==> src/rtl/m_axi_stream_pkg.sv <==
// Shared stream parameters and control-state encoding for the AXI-Stream master/slave pair.
package m_axi_stream_pkg;
  localparam int DWIDTH  = 32;
  localparam int BUFSIZE = 4;
  localparam int LENW    = BUFSIZE + 1;
  localparam int STRBW   = DWIDTH / 8;

  typedef enum logic [1:0] {
    S_IDLE  = 2'd0,
    S_READ  = 2'd1,
    S_DRAIN = 2'd2
  } state_t;
endpackage

==> src/rtl/m_axi_stream_axis_out_queue.sv <==
// Two-entry output queue feeding the AXI-Stream master; head word is presented combinationally.
module axis_out_queue
  import m_axi_stream_pkg::*;
#(
  parameter int WIDTH = DWIDTH
)
(
  input  logic             clk,
  input  logic             rst,
  input  logic             push,
  input  logic [WIDTH-1:0] push_data,
  input  logic             pop,
  output logic [1:0]       count,
  output logic [WIDTH-1:0] head_data
);

  logic [WIDTH-1:0] mem [2];
  logic             wr_ptr;
  logic             rd_ptr;
  logic             do_push;
  logic             do_pop;

  // A push into a full queue is only legal when the head leaves in the same cycle.
  always_comb begin
    do_pop    = pop && (count != 2'd0);
    do_push   = push && ((count != 2'd2) || do_pop);
    head_data = mem[rd_ptr];
  end

  always_ff @(posedge clk or posedge rst) begin
    if (rst) begin
      mem[0] <= '0;
      mem[1] <= '0;
      wr_ptr <= 1'b0;
      rd_ptr <= 1'b0;
      count  <= 2'd0;
    end else begin
      if (do_push) begin
        mem[wr_ptr] <= push_data;
        wr_ptr      <= ~wr_ptr;
      end
      if (do_pop) begin
        rd_ptr <= ~rd_ptr;
      end
      case ({do_push, do_pop})
        2'b10:   count <= count + 2'd1;
        2'b01:   count <= count - 2'd1;
        default: count <= count;
      endcase
    end
  end

endmodule

==> src/rtl/m_axi_stream.sv <==
// AXI4-Stream master: pops a burst of len words from a 1-cycle-latency buffer and streams them out.
//   state   | meaning
//   S_IDLE  | waiting for start with a non-zero length
//   S_READ  | issuing buffer reads until len reads have been issued
//   S_DRAIN | all reads issued; emptying the queue until the tlast handshake
module m_axi_stream
  import m_axi_stream_pkg::*;
(
  input  logic              clk,
  input  logic              xrst,
  input  logic              start,
  input  logic [LENW-1:0]   len,
  input  logic              buf_isempty,
  input  logic [DWIDTH-1:0] buf_rdata,
  output logic              buf_re,
  output logic              tvalid,
  output logic [DWIDTH-1:0] tdata,
  output logic [STRBW-1:0]  tstrb,
  output logic              tlast,
  input  logic              tready,
  output logic              busy,
  output logic              done
);

  localparam logic [LENW-1:0] LEN_ONE = LENW'(1);

  state_t          state;
  state_t          state_nxt;
  logic [LENW-1:0] len_q;
  logic [LENW-1:0] issued;
  logic [LENW-1:0] sent;
  logic            rd_inflight;
  logic            done_q;
  logic [1:0]      q_count;
  logic [2:0]      pending;
  logic            hs;
  logic            start_ok;
  logic            last_rd;

  axis_out_queue #(.WIDTH(DWIDTH)) u_queue (
    .clk       (clk),
    .rst       (xrst),
    .push      (rd_inflight),
    .push_data (buf_rdata),
    .pop       (hs),
    .count     (q_count),
    .head_data (tdata)
  );

  // A pop in the same cycle frees a slot, which keeps one beat per cycle with tready high.
  always_comb begin
    tvalid   = (q_count != 2'd0);
    tstrb    = '1;
    hs       = tvalid && tready;
    tlast    = tvalid && (sent == (len_q - LEN_ONE));
    pending  = {1'b0, q_count} + {2'b00, rd_inflight};
    buf_re   = (state == S_READ) && (issued < len_q) && !buf_isempty &&
               (q_count != 2'd2) && (pending < (3'd2 + {2'b00, hs}));
    start_ok = (state == S_IDLE) && !done_q && start && (len != '0);
    last_rd  = buf_re && (issued == (len_q - LEN_ONE));
    busy     = (state != S_IDLE) || done_q;
    done     = done_q;

    state_nxt = state;
    case (state)
      S_IDLE:  if (start_ok)     state_nxt = S_READ;
      S_READ:  if (last_rd)      state_nxt = S_DRAIN;
      S_DRAIN: if (hs && tlast)  state_nxt = S_IDLE;
      default:                   state_nxt = S_IDLE;
    endcase
  end

  always_ff @(posedge clk or posedge xrst) begin
    if (xrst) begin
      state       <= S_IDLE;
      len_q       <= '0;
      issued      <= '0;
      sent        <= '0;
      rd_inflight <= 1'b0;
      done_q      <= 1'b0;
    end else begin
      state       <= state_nxt;
      rd_inflight <= buf_re;
      done_q      <= (state == S_DRAIN) && hs && tlast;
      if (start_ok) begin
        len_q  <= len;
        issued <= '0;
        sent   <= '0;
      end else begin
        if (buf_re) issued <= issued + LEN_ONE;
        if (hs)     sent   <= sent + LEN_ONE;
      end
    end
  end

endmodule
==> config.mk <==
export PLATFORM = sky130hd
export DESIGN_NAME = m_axi_stream
export DESIGN_NICKNAME = d
export VERILOG_FILES = /design/src/rtl/m_axi_stream_pkg.sv /design/src/rtl/m_axi_stream_axis_out_queue.sv /design/src/rtl/m_axi_stream.sv
export SDC_FILE = /design/constraint.sdc
export NUM_CORES = 1
export LEC_CHECK = 0
export ABC_AREA = 1
export BUFFER_PORTS_ARGS = -buffer_cell sky130_fd_sc_hd__clkbuf_2
export CORE_MARGIN = 1.5
export CORE_UTILIZATION = 60
export DETAILED_ROUTE_END_ITERATION = 8
export PLACE_DENSITY = 0.87
export REMOVE_ABC_BUFFERS = 1
export SKIP_CTS_REPAIR_TIMING = 1
export SLEW_MARGIN = 20
export SYNTH_ARGS = -nofsm -noshare
export SYNTH_HDL_FRONTEND = slang
export SYNTH_SLANG_ARGS = --single-unit
==> constraint.sdc <==
create_clock -name clk -period 5.01 [get_ports clk]
set_input_delay 0.2505 -clock clk [delete_from_list [all_inputs] [get_ports clk]]
set_output_delay 0.2505 -clock clk [all_outputs]
set_load 0.005 [all_outputs]
Word-level counts from Yosys, hierarchy flattened

Index checks and enable logic that the tools add are counted.

Order comparisons: 5
Bitwise gates (word level): 4
Multiplexer cells: 15
Add/subtract/negate cells: 7
Reductions and logical operators: 28
Eq/ne operators: 10

Operators with widths:

| kind                                                                   | number |
|---|---|
| 32-bit two-way mux                                                     | 4 |
| 64-bit bitwise mux                                                     | 1 |
| 32-bit demux with 1-bit select                                         | 1 |
| 5-bit two-way mux                                                      | 4 |
| 1-bit logical AND                                                      | 16 |
| 5-bit by 1-bit adder with 5-bit output (second input constant)         | 2 |
| 5-bit equality test                                                    | 2 |
| 2-bit nonzero test                                                     | 5 |
| 2-bit != test (second input constant)                                  | 4 |
| 2-bit two-way mux                                                      | 3 |
| 2-bit one-hot mux with 3 select lines                                  | 1 |
| 5-bit less-than comparator                                             | 1 |
| 5-bit nonzero test                                                     | 1 |
| 5-bit by 1-bit subtractor with 5-bit output (second input constant)    | 1 |
| 2-bit by 1-bit equality test with 1-bit output (second input constant) | 2 |
| 2-bit equality test (second input constant)                            | 2 |
| 2-bit >= comparator (second input constant)                            | 2 |
| 1-bit NOT with 2-bit output                                            | 2 |
| 2-bit one-hot mux with 2 select lines                                  | 1 |
| 2-bit by 1-bit adder with 3-bit output                                 | 1 |
| 2-bit by 1-bit adder with 3-bit output (first input constant)          | 1 |
| 3-bit less-than comparator                                             | 1 |
| 3-bit AND reduction                                                    | 1 |
| 2-bit by 1-bit adder with 2-bit output (second input constant)         | 1 |
| other kinds (6)                                                        | 9 |

Flip-flop bits (word level): 87
Output and inout bits: 41
Word-level logic and storage cells: 80
Input bits: 42

Depth between registers and ports, before layout

Word-level depth: 8
Mapped depth: 13
Depth with buffers taken out: 13

Hierarchy

A second synthesis with hierarchy kept.

Cells, all modules: 616
Area, all modules: 4,744.6 um2

By module, submodules not included:

| module         | cells each | instances | sequential area each (um2) | area each (um2) |
|---|---|---|---|---|
| axis_out_queue | 414        | 1         | 1,701.6                    | 3,288.2 |
| m_axi_stream   | 202        | 1         | 475.5                      | 1,456.4 |

Worst setup path after synthesis

OpenSTA, ideal clock, no wires.

Path kind: register -> register
Start: reg u_queue.count[0]
End: reg state[0]
Buffers on the path: 0
Data required time: 4,889 ps
Arrival: 1,491 ps
Cell stages (with the launch flop): 11
Clock period less this slack: 1,611 ps
Setup slack: 3,399 ps
Path through: dfrtp_1 -> ha_1 -> ha_1 -> inv_1 -> nand2_1 -> nor3_1 -> nand2_1 -> a21oi_2 -> nand2_1 -> nand2_1 -> nand2_1

Cells in the longest elaborated chain, start to end: 8

Ends and longest elaborated chain:

| element                                | line                              | source |
|---|---|---|
| from (decl)                            | m_axi_stream_axis_out_queue.sv:13 | `output logic [1:0] count,` |
| from (signal assigned)                 | m_axi_stream_axis_out_queue.sv:46 | `2'b10: count <= count + 2'd1;` |
| from (signal assigned)                 | m_axi_stream_axis_out_queue.sv:47 | `2'b01: count <= count - 2'd1;` |
| from (signal assigned)                 | m_axi_stream_axis_out_queue.sv:48 | `default: count <= count;` |
| 2-bit nonzero test                     | m_axi_stream.sv:52                | `tvalid = (q_count != 2'd0);` |
| 1-bit logical AND                      | m_axi_stream.sv:54                | `hs = tvalid && tready;` |
| 2-bit by 1-bit adder with 3-bit output | m_axi_stream.sv:58                | `(q_count != 2'd2) && (pending < (3'd2 + {2'b00, hs}));` |
| 3-bit less-than comparator             | m_axi_stream.sv:58                |  |
| 1-bit logical AND (*)                  | m_axi_stream.sv:58                |  |
| via buf_re                             | m_axi_stream.sv:15                | `output logic buf_re,` |
| 1-bit logical AND (*)                  | m_axi_stream.sv:60                | `last_rd = buf_re && (issued == (len_q - LEN_ONE));` |
| 2-bit != test (no line) (*)            | -                                 |  |
| 3-bit AND reduction (no line) (*)      | -                                 |  |
| to (signal assigned)                   | m_axi_stream.sv:82                | `state <= state_nxt;` |
| to (decl)                              | m_axi_stream.sv:27                | `state_t state;` |

The timed path passes the listed nets; every way through them passes the cells marked *.
A chain may end at the register's enable or synchronous reset.

Final worst setup path

Start: reg u_queue.rd_ptr
End: out tdata[12]

Cells in the longest elaborated chain, start to end: 4

Ends and longest elaborated chain:

| element                                               | line                              | source |
|---|---|---|
| from (decl)                                           | m_axi_stream_axis_out_queue.sv:19 | `logic rd_ptr;` |
| from (signal assigned)                                | m_axi_stream_axis_out_queue.sv:43 | `rd_ptr <= ~rd_ptr;` |
| 1-bit NOT with 2-bit output (not written as such)     | m_axi_stream_axis_out_queue.sv:27 | `head_data = mem[rd_ptr];` |
| 32-bit two-way mux (not written as such) (3 in a row) | m_axi_stream_axis_out_queue.sv:27 |  |
| to (decl)                                             | m_axi_stream.sv:17                | `output logic [DWIDTH-1:0] tdata,` |

Every way passes these cells. The select of a mux whose other input is x is not followed.

==> metrics <==
CTS tree built; CP max-delay cell clkinv_1; mux contribution to synthesized area 0%; distinct cell type count after synthesis 29; largest area contributor in the netlist dfrtp_1; Post-synth top cells nand2_1, dfrtp_1, inv_1; gr usage total approximately 24%; final hold slack 0.1204 ns; core area roughly 7200 µm²; 1st-iter DRT viols between 200 and 250; antenna cells 0; largest cells by area after synthesis dfrtp_1, nand2_1, inv_1; clk_lat worst skew between 0.3 and 0.4 ns; Simple-Gate Fraction of Synth Area between 20% and 30%; die width 88.79 µm; adder-cell share of the synthesized area under 10%; TritonRoute pass-1 iters 6; Seq cells post-synth between 80 and 90; initial antenna violation count 0; Synth Instances 550; Setup-failing EPs final 0; Die Y-Extent a little under 90 µm; sequential area share after synthesis 49.31%; Root Driver clkbuf_8; fill cell count ~550; post-layout min period about 2.9 ns; critical path class reg2out; largest fanout on the critical path 33; first-pass GRT wire length roughly 15,000 µm; initial core utilization about three fifths; crit-path most repeated cell nand2_1; Slew Limit Headroom between 30% and 40%; # DRC 0; area growth from synthesis to layout 13.94%; worst-margin pin slew a little over 1 ns; post-route ant nets 0; final hold vios 0; total gr overflow 0; warnings from Yosys 0; FP Rows 31; met1 usage a little under a third; unrepaired setup endpoints after global routing false; Final nets roughly 670; FFs w/ async S/R, synth 100.0%; total power draw approximately 3.1 mW; Tcrit/Tclk final a little under three fifths; Top Usage Layer GRT met2; Synth Cell Area roughly 4400 µm²; CP Buf/Inv Count 2; final-report max-slew violation count 0; total wire length 9076 µm; clock sinks 87; dpl hpwl just over 6000 µm; Post-synth EDFFs 0; Post-Synth XOR/XNOR Area approximately 1.4%; Num CTS Buffers 9; critical path cell sequence clkinv_1 > nand2_1 > nand2_1 > clkbuf_2; status completed; total number of vias ~3,800; via count of the first global-routing pass 3,420; die area ~7900 µm²; vias per std cell 5.202; fraction of layout cells with a size suffix above 1 23.72%; Final Core Density about 70%; Power Density 622.4 nW/µm²; Wirelength per Cell between 10 and 15 µm; skew final ~0.014 ns; Mapped Avg Cell Area around 8 µm²; CP required 4.76 ns; met3 global-route usage under 10%; pin count of the biggest net entering global routing 66; GR met2 Demand/Resource around two fifths; Ports 83; Synth top area share between 40% and 50%; Max Freq between 300 and 400 MHz; leakage power 2.821 nW; setup tns final 0 ns; Slowest Stage Delay on Critical Path 1.00 ns; main combinational cell family by area after synthesis simple AND/OR/NAND/NOR gates; post-synthesis compound-gate area fraction about 11%; crit end category output pin; most frequent cell after synthesis nand2_1; Most used DFF post-synth dfrtp_1; MaxCap Viol Count 0; Crit path max-delay family buffers and inverters; clock transition at the registers of the reported paths roughly 0.1 ns; PortBufs between 70 and 80; CP startpoint kind flip-flop; CTS H-tree lvls 3; Peak VDD IR 0.2730 mV; Tightest Hold Check Type in2reg; Worst EP arrival between 2 and 3 ns; Clock Tree Buf Depth 2; GPL Wtd Cong 0.8531
cell type report:
cell class / instances / area (µm²) / share of cell area [%]
clock buffers: 10 / 137.6 / 2.736
clock inverters: 6 / 90.09 / 1.791
inverters: 66 / 249.0 / 4.949
multi-input cells: 375 / 1844 / 36.66
flip-flops and latches: 87 / 2178 / 43.30
well taps: 99 / 123.9 / 2.462
repair buffers: 80 / 407.9 / 8.107
where the power goes:
| group | total, mW | internal, mW | switching [mW] |
|---|---|---|---|
| Clock | 0.555 | 0.297 | 0.257 |
| Combinational | 1.33 | 0.535 | 0.796 |
| Sequential | 1.25 | 1.01 | 0.239 |
routing by layer:
layer,vias to the layer above,wire length (µm)
li1,1847,-
met1,1784,3986
met2,109,4347
met3,21,530
met4,0,211
met5,-,0
through the flow:
step           area [µm²]  setup WS (ns)  instances
2_1_floorplan        4267          2.181        528
3_3_place_gp         4792          2.174        706
3_5_place_dp         4792          2.056        706
4_1_cts              5020          1.678        722
5_1_grt              5031          2.001        723
6_report             5031          2.131        723
logic make-up (layout without fill, tap and decap cells):
kind of cell               after synthesis  in the layout
and+or+nand+nor                        277            277
buffers and inverters                   91            162
DFF                                     87             87
AOI/OAI and AO/OA                       77             77
adders and majority gates               10             10
xor gates and xnor gates                 7              7
other                                    1              4
sequential cells by signal, indices dropped and copies added (netlist names):
register,flops
u_queue.mem,64
u_queue.count,2
issued,5
done,1
len_q,5
sent,5
rd_inflight,1
state,2
u_queue.rd_ptr,1
u_queue.wr_ptr,1
cells in the final DEF, fill, tap and decap left out, types with 18 or more instances in the layout:
cell and count:
nor2_1 18, nand3_1 24, o21ai_2 23, dfrtp_1 86, nand2_2 23, clkbuf_2 78
o21ai_0 41, nand2_1 200, inv_1 63
path summary, 6_finish.rpt:
kind | start | end | slack, ns | depth (start not counted)
worst max register to register | u_queue.rd_ptr | u_queue.rd_ptr | 2.66 | 2
worst max-delay path | u_queue.rd_ptr | tdata[12] | 2.13 | 4
max in group asynchronous | xrst | u_queue.rd_ptr | 3.42 | 4
worst min register to register | u_queue.mem[14] | u_queue.mem[14] | 0.49 | 2
worst min-delay path | buf_rdata[24] | u_queue.mem[56] | 0.12 | 3
min in group asynchronous | xrst | u_queue.mem[55] | 0.41 | 3
tightest hold or removal path, delay by kind of cell:
family,cells,cell delay [ns]
buffers and inverters,2,0.15
AOI/OAI and AO/OA,1,0.06
Note: power is estimated with default switching activity, not from simulation.
